`src/rtl/div_pre_norm.sv`:
```
// Input-side normaliser for the FP divider: classifies one raw IEEE operand and returns
// {effective exponent, mantissa with MSB set}, left-shifting subnormals one bit per cycle.
module div_pre_norm #(
   parameter int EXP_WIDTH  = 11,
   parameter int MANT_WIDTH = 52
) (
   input  logic                  clk,
   input  logic                  rst_n,
   input  logic                  in_Valid,
   output logic                  out_Ready,
   input  logic [EXP_WIDTH-1:0]  in_Exp,
   input  logic [MANT_WIDTH-1:0] in_Mant,
   output logic                  out_Valid,
   input  logic                  in_Ready,
   output logic [EXP_WIDTH:0]    out_Exp,
   output logic [MANT_WIDTH:0]   out_Mant,
   output logic                  out_Zero,
   output logic                  out_Special,
   output logic                  out_Sub,
   output logic [1:0]            dbg_state
);

   // Handshake: an operand is taken on a rising edge with in_Valid & out_Ready; a result is
   // released on a rising edge with out_Valid & in_Ready. Neither side may retract while waiting.
   typedef enum logic [1:0] {
      IDLE  = 2'd0,
      SHIFT = 2'd1,
      DONE  = 2'd2
   } state_t;

   localparam logic [EXP_WIDTH:0] EXP_ONE = {{EXP_WIDTH{1'b0}}, 1'b1};

   state_t                state;
   logic   [MANT_WIDTH:0] mant_shl;

   assign mant_shl  = {out_Mant[MANT_WIDTH-1:0], 1'b0};
   assign dbg_state = state;

   always_ff @(posedge clk) begin
      if (!rst_n) begin
         state       <= IDLE;
         out_Ready   <= 1'b1;
         out_Valid   <= 1'b0;
         out_Exp     <= '0;
         out_Mant    <= '0;
         out_Zero    <= 1'b0;
         out_Special <= 1'b0;
         out_Sub     <= 1'b0;
      end else begin
         case (state)
            IDLE: begin
               if (in_Valid) begin
                  out_Ready   <= 1'b0;
                  out_Zero    <= 1'b0;
                  out_Special <= 1'b0;
                  out_Sub     <= 1'b0;
                  if (in_Exp == '0 && in_Mant == '0) begin
                     out_Exp   <= '0;
                     out_Mant  <= '0;
                     out_Zero  <= 1'b1;
                     out_Valid <= 1'b1;
                     state     <= DONE;
                  end else if (in_Exp == '0) begin
                     // Subnormal: effective exponent starts at 1, hidden bit is 0.
                     out_Exp  <= EXP_ONE;
                     out_Mant <= {1'b0, in_Mant};
                     out_Sub  <= 1'b1;
                     state    <= SHIFT;
                  end else begin
                     out_Exp     <= {1'b0, in_Exp};
                     out_Mant    <= {1'b1, in_Mant};
                     out_Special <= &in_Exp;
                     out_Valid   <= 1'b1;
                     state       <= DONE;
                  end
               end
            end
            SHIFT: begin
               out_Mant <= mant_shl;
               out_Exp  <= out_Exp - EXP_ONE;
               if (mant_shl[MANT_WIDTH]) begin
                  out_Valid <= 1'b1;
                  state     <= DONE;
               end
            end
            DONE: begin
               if (in_Ready) begin
                  out_Valid <= 1'b0;
                  out_Ready <= 1'b1;
                  state     <= IDLE;
               end
            end
            default: begin
               state     <= IDLE;
               out_Valid <= 1'b0;
               out_Ready <= 1'b1;
            end
         endcase
      end
   end

endmodule

```
`config.mk`:
```
export PLATFORM = sky130hd
export DESIGN_NAME = div_pre_norm
export DESIGN_NICKNAME = d
export VERILOG_FILES = /design/src/rtl/div_pre_norm.sv
export SDC_FILE = /design/constraint.sdc
export NUM_CORES = 1
export LEC_CHECK = 0
export ABC_AREA = 1
export BUFFER_PORTS_ARGS = -buffer_cell sky130_fd_sc_hd__buf_2
export CAP_MARGIN = 20
export CORE_UTILIZATION = 35
export CTS_CLUSTER_DIAMETER = 30
export DETAILED_ROUTE_END_ITERATION = 10
export PLACE_DENSITY = 0.64
export SLEW_MARGIN = 20
export SYNTH_ARGS = -nofsm -noshare
export SYNTH_HDL_FRONTEND = slang
export SYNTH_SLANG_ARGS = --single-unit
export TNS_END_PERCENT = 5
```
`constraint.sdc`:
```
create_clock -name clk -period 3 [get_ports clk]
set_clock_uncertainty 0.05 [all_clocks]
set_input_delay 0.45 -clock clk [delete_from_list [all_inputs] [get_ports clk]]
set_output_delay 0.45 -clock clk [all_outputs]
set_load 0.02 [all_outputs]
```
Yosys cells after proc, flatten, opt, wreduce, memory -nomap -nowiden. Cells that the tools add are included.

Logic and storage cells: 55. Bits of input ports: 67. Flip-flop bits (word level): 72.

Bitwise logic cells: 1. Equality and inequality tests: 6. Reduce and logical (&&, ||, !) cells: 11. Multiplexer cells: 28. Add/sub/neg operators: 1.

Operators by type and width (number): $mux 53 (3); $pmux 53 s2 (1); $logic_not 52->1 (1); $pmux 12 s2 (1); $mux 11 (2); $mux 1 (12); $mux 12 (1); $sub 12x1->12 const B (1); $logic_not 11->1 (1); $reduce_and 11->1 (1); $mux 2 (5); $ne 2x2->1 const B (3); $pmux 1 s3 (2); $pmux 2 s3 (1); $reduce_and 3->1 (2); $reduce_and 2->1 (2); $reduce_and 4->1 (1); $ne 3x3->1 const B (1); $eq 2x1->1 const B (1); $eq 2x2->1 const B (1); $logic_not 2->1 (1); $reduce_bool 2->1 (1); $logic_and 1x1->1 (1); $not 1->1 (1).

Longest topological paths before layout.
Word-level depth: 5. Gate-level depth with buffers: 11. Depth with buffers taken out: 11.

Least setup slack after synthesis. No wires, ideal clock.

Path kind: flip-flop to flip-flop. Start point: reg out_Exp[1]. End point: reg out_Exp[10]. Required time: 2.826 ns. Path buffers: 0. Arrival time: 1.415 ns. Library setup time: 0.124 ns. Period minus slack after synthesis: 1.589 ns. Path slack: 1.411 ns. Stages on the path, launching flop included: 12. Cells stage by stage: dfxtp_1 inv_1 ha_1 inv_1 nor2_1 nand2_1 nor3_1 nand2_1 nand2_1 nand3_1 nand2_1 a21oi_1.

Longest elaborated chain between the ends: 2.

Ends and longest elaborated chain: start: declaration (line 15) `output logic [EXP_WIDTH:0] out_Exp,`; start signal: assignment (line 70) `out_Exp <= {1'b0, in_Exp};`; start signal: assignment (line 80) `out_Exp <= out_Exp - EXP_ONE;`; $sub 12x1->12 (line 80); $pmux 12 s2 (line 50) `case (state)`.

No other way between the ends. A chain may end at the register's enable or synchronous reset.

Final worst setup path.
Start point: reg state[1] (netlist: dbg_state[1]). End point: reg out_Exp[3].

Longest elaborated chain between the ends: 3. Elaborated cells between the ends (all ways): 6.

Ends and longest elaborated chain: start: declaration (line 33) `state_t state;`; start signal: assignment (line 41) `state <= IDLE;`; start signal: assignment (line 62) `state <= DONE;`; start signal: assignment (line 68) `state <= SHIFT;`; $eq 2x1->1 or $logic_not 2->1 (tied branches) (line 50); $reduce_bool 2->1 (no source line) or $ne 2x2->1 (tied branches); $reduce_and 2->1 (no source line).

Parallel ways exist; a longest one is shown, timed or not.

==> summary.txt <==
Status
  – Status: complete, no violations

Yosys
  – Synthesized instance count: 480
  – Synth top area share: 0.425
  – Top cells by area, synth: dfxtp_1, nor2_1, a21oi_1
  – Post-synthesis cell type count: 25
  – Cell taking the most area after synthesis: dfxtp_1
  – Yosys synthesis warning count: 0
  – Synthesized cell area: 0.00339 mm^2
  – Syn Area/Cell: a little over 7 um^2
  – Sequential share of the synthesized area: 0.425
  – Syn_nets: between 500 and 600
  – Seq cells post-synth: 72

Die
  – Die width: between 100 and 150 um
  – Initial Utilization: 0.364
  – Die Height: between 100 and 150 um
  – Core area: approximately 0.0093 mm^2
  – IO Count: between 100 and 150
  – Die Footprint: a little over 0.01 mm^2
  – Rows: 35

Detailed routing
  – Wire per inst: about 14 um
  – Vias: ~3800
  – Drt total wl: around 11 mm
  – Vias per cell: just over 5
  – DRT iter0 DRCs: 184
  – DRC: 0
  – Drt pass-1 iters: 4
  – Remaining antenna violation count: 0

Placement
  – DP Wirelength: ~7.2 mm
  – Placer Congestion: between 0.8 and 0.9
  – Port buffer count: 138

Hold path
  – Worst hold path class: in -> reg

Critical path
  – CP Class: reg -> reg
  – Critical path data required time: 3.18 ns
  – Crit path arrival time: between 2 and 2.5 ns
  – Crit path max fanout: 60
  – Crit path launch type: register
  – Setup crit end kind: register

Clock tree
  – Root buffer cell: clkbuf_8
  – Post_cts resized: 0
  – Clock Pin Slew Worst Setup and Hold Paths: about 0.080 ns
  – Cts hold-fix bufs: 0
  – Clk buf depth: 2
  – H-tree Lvls: 3
  – Num CTS Buffers: 9
  – CTS tree: done
  – Post-CTS setup buffers: 0
  – Skew-Pair Late Insertion Delay: roughly 0.34 ns
  – Clock Sinks: 72

Cells and area
  – Layout cells sized above 1: 0.276
  – Nets@finish: approximately 670
  – Commonest non-fill, non-tap cell in the layout: buf_2
  – Most frequent cells in the layout: buf_2, nor2_1, nand2_1
  – # diodes: 0
  – Area delta synth->final: 27.3%

STA
  – Post-route setup TNS: 0 ns
  – Least-Margin Pin Slew: around 0.77 ns
  – Final Hold Vio Count: 0
  – Fin crit period: between 2 and 2.5 ns
  – Unrepaired setup endpoints after global routing: no
  – Slew Limit Fails: 0
  – Tcrit/Tclk final: 0.704
  – Fmax: between 400 and 500 MHz
  – Final setup viols: 0
  – Rel. slew slack: 0.490

Power and ir drop
  – Pwr dens: 835 mW/mm^2
  – VDD IR-drop max: approximately 0.00029 V
  – P_leak: between 2 and 2.5 nW
  – Final Power: 3.61 mW

GRT
  – First-pass GRT wire length: about 17 mm
  – Initial antenna violation count: 0
  – Number of global-route vias before repair: ~3500
  – Overall routing resource usage: 0.208
  – Pin count of the biggest net entering global routing: 61
  – Remaining Overflow, GRT: 0

Job
  – Maxcap violations: 0
[sequential cells by signal, summed over array words and instances, names as in the netlist]
name	count
out_Mant	53
out_Sub	1
out_Valid	1
out_Ready	1
out_Special	1
dbg_state	2
out_Exp	12
out_Zero	1
[worst max-delay path, stage by stage (launching register included)]
cell and delay, ns:
dfxtp_1 0.39, nor2_1 0.22, nand2_2 0.27, nand2_2 0.17, buf_4 0.49, o211ai_1 0.18
o211ai_1 0.12, inv_1 0.06
[power by group]
part | switching, mW | internal [mW] | leakage [nW] | total [mW]
Sequential | 0.213 | 1.21 | 0.596 | 1.42
Combinational | 1.03 | 0.495 | 1.44 | 1.52
Clock | 0.357 | 0.309 | 0.0838 | 0.667
[area by class of cell]
class | count | area [um^2]
clock inverters | 4 | 22.5
inverters | 35 | 131
fillers | 1019 | 5010
flip-flops and latches | 72 | 1440
repair buffers | 144 | 736
multi-input cells | 344 | 1690
well taps | 129 | 161
clock buffers | 10 | 138
[final timing paths]
check,start,to,slack [ns],depth (start not counted)
min reg2reg,out_Valid$_SDFFE_PN0P_,out_Valid$_SDFFE_PN0P_,0.42,2
min,in_Mant[16],out_Mant[16]$_SDFFE_PN0P_,0.30,3
max reg2reg,dbg_state[1]$_SDFFE_PN0P_,out_Exp[3]$_SDFFE_PN0P_,0.89,7
max,dbg_state[1]$_SDFFE_PN0P_,out_Exp[3]$_SDFFE_PN0P_,0.89,7
[cell families (layout without fill, tap and decap cells)]
family	count (synthesis)	after routing	share of synthesized area
flip-flops	72	72	0.425
XOR/XNOR	2	2	0.00516
AO/OA/AOI/OAI	138	138	0.247
adder cells (fa/ha/maj)	1	1	0.00369
AND/OR/NAND/NOR	203	203	0.242
buffers and inverters	64	193	0.0770
[layer usage]
metal	global-route usage	routed length (um)	vias up
met5	0	0	-
met4	0.0747	120	0
met3	0.0485	721	10
met2	0.340	4810	143
met1	0.269	4880	1753
li1	-	-	1888
[through the flow]
step | utilization | instance area, um^2 | worst slack [ns] | hold slack (ns) | std cells
after floorplan | - | 3390 | 1.41 | 0.491 | 480
after global placement | 0.446 | 4160 | 0.967 | 0.415 | 724
after detailed placement | 0.446 | 4160 | 0.933 | 0.408 | 724
after CTS | 0.463 | 4320 | 0.909 | 0.283 | 738
after global routing | 0.463 | 4320 | 0.764 | 0.294 | 738
final | 0.463 | 4320 | 0.888 | 0.298 | 738
[synthesized netlist by cell type]
cell type and number:
nand4_1 6, xor2_1 2, o221ai_1 30, nand2_1 73, nand3_1 15, buf_2 11
dfxtp_1 72, nor2_4 1, a31o_2 1, or2_2 1, buf_4 2, a21oi_1 63
ha_1 1, o211ai_1 4, a31oi_1 1, inv_1 32, o21ai_0 36, nor2_1 98
clkbuf_1 16, inv_2 3, o22ai_1 1, nor3_1 6, a221oi_2 2, nand3b_1 1
nand2_2 2
No activity file was read; power rests on OpenSTA's default activity.
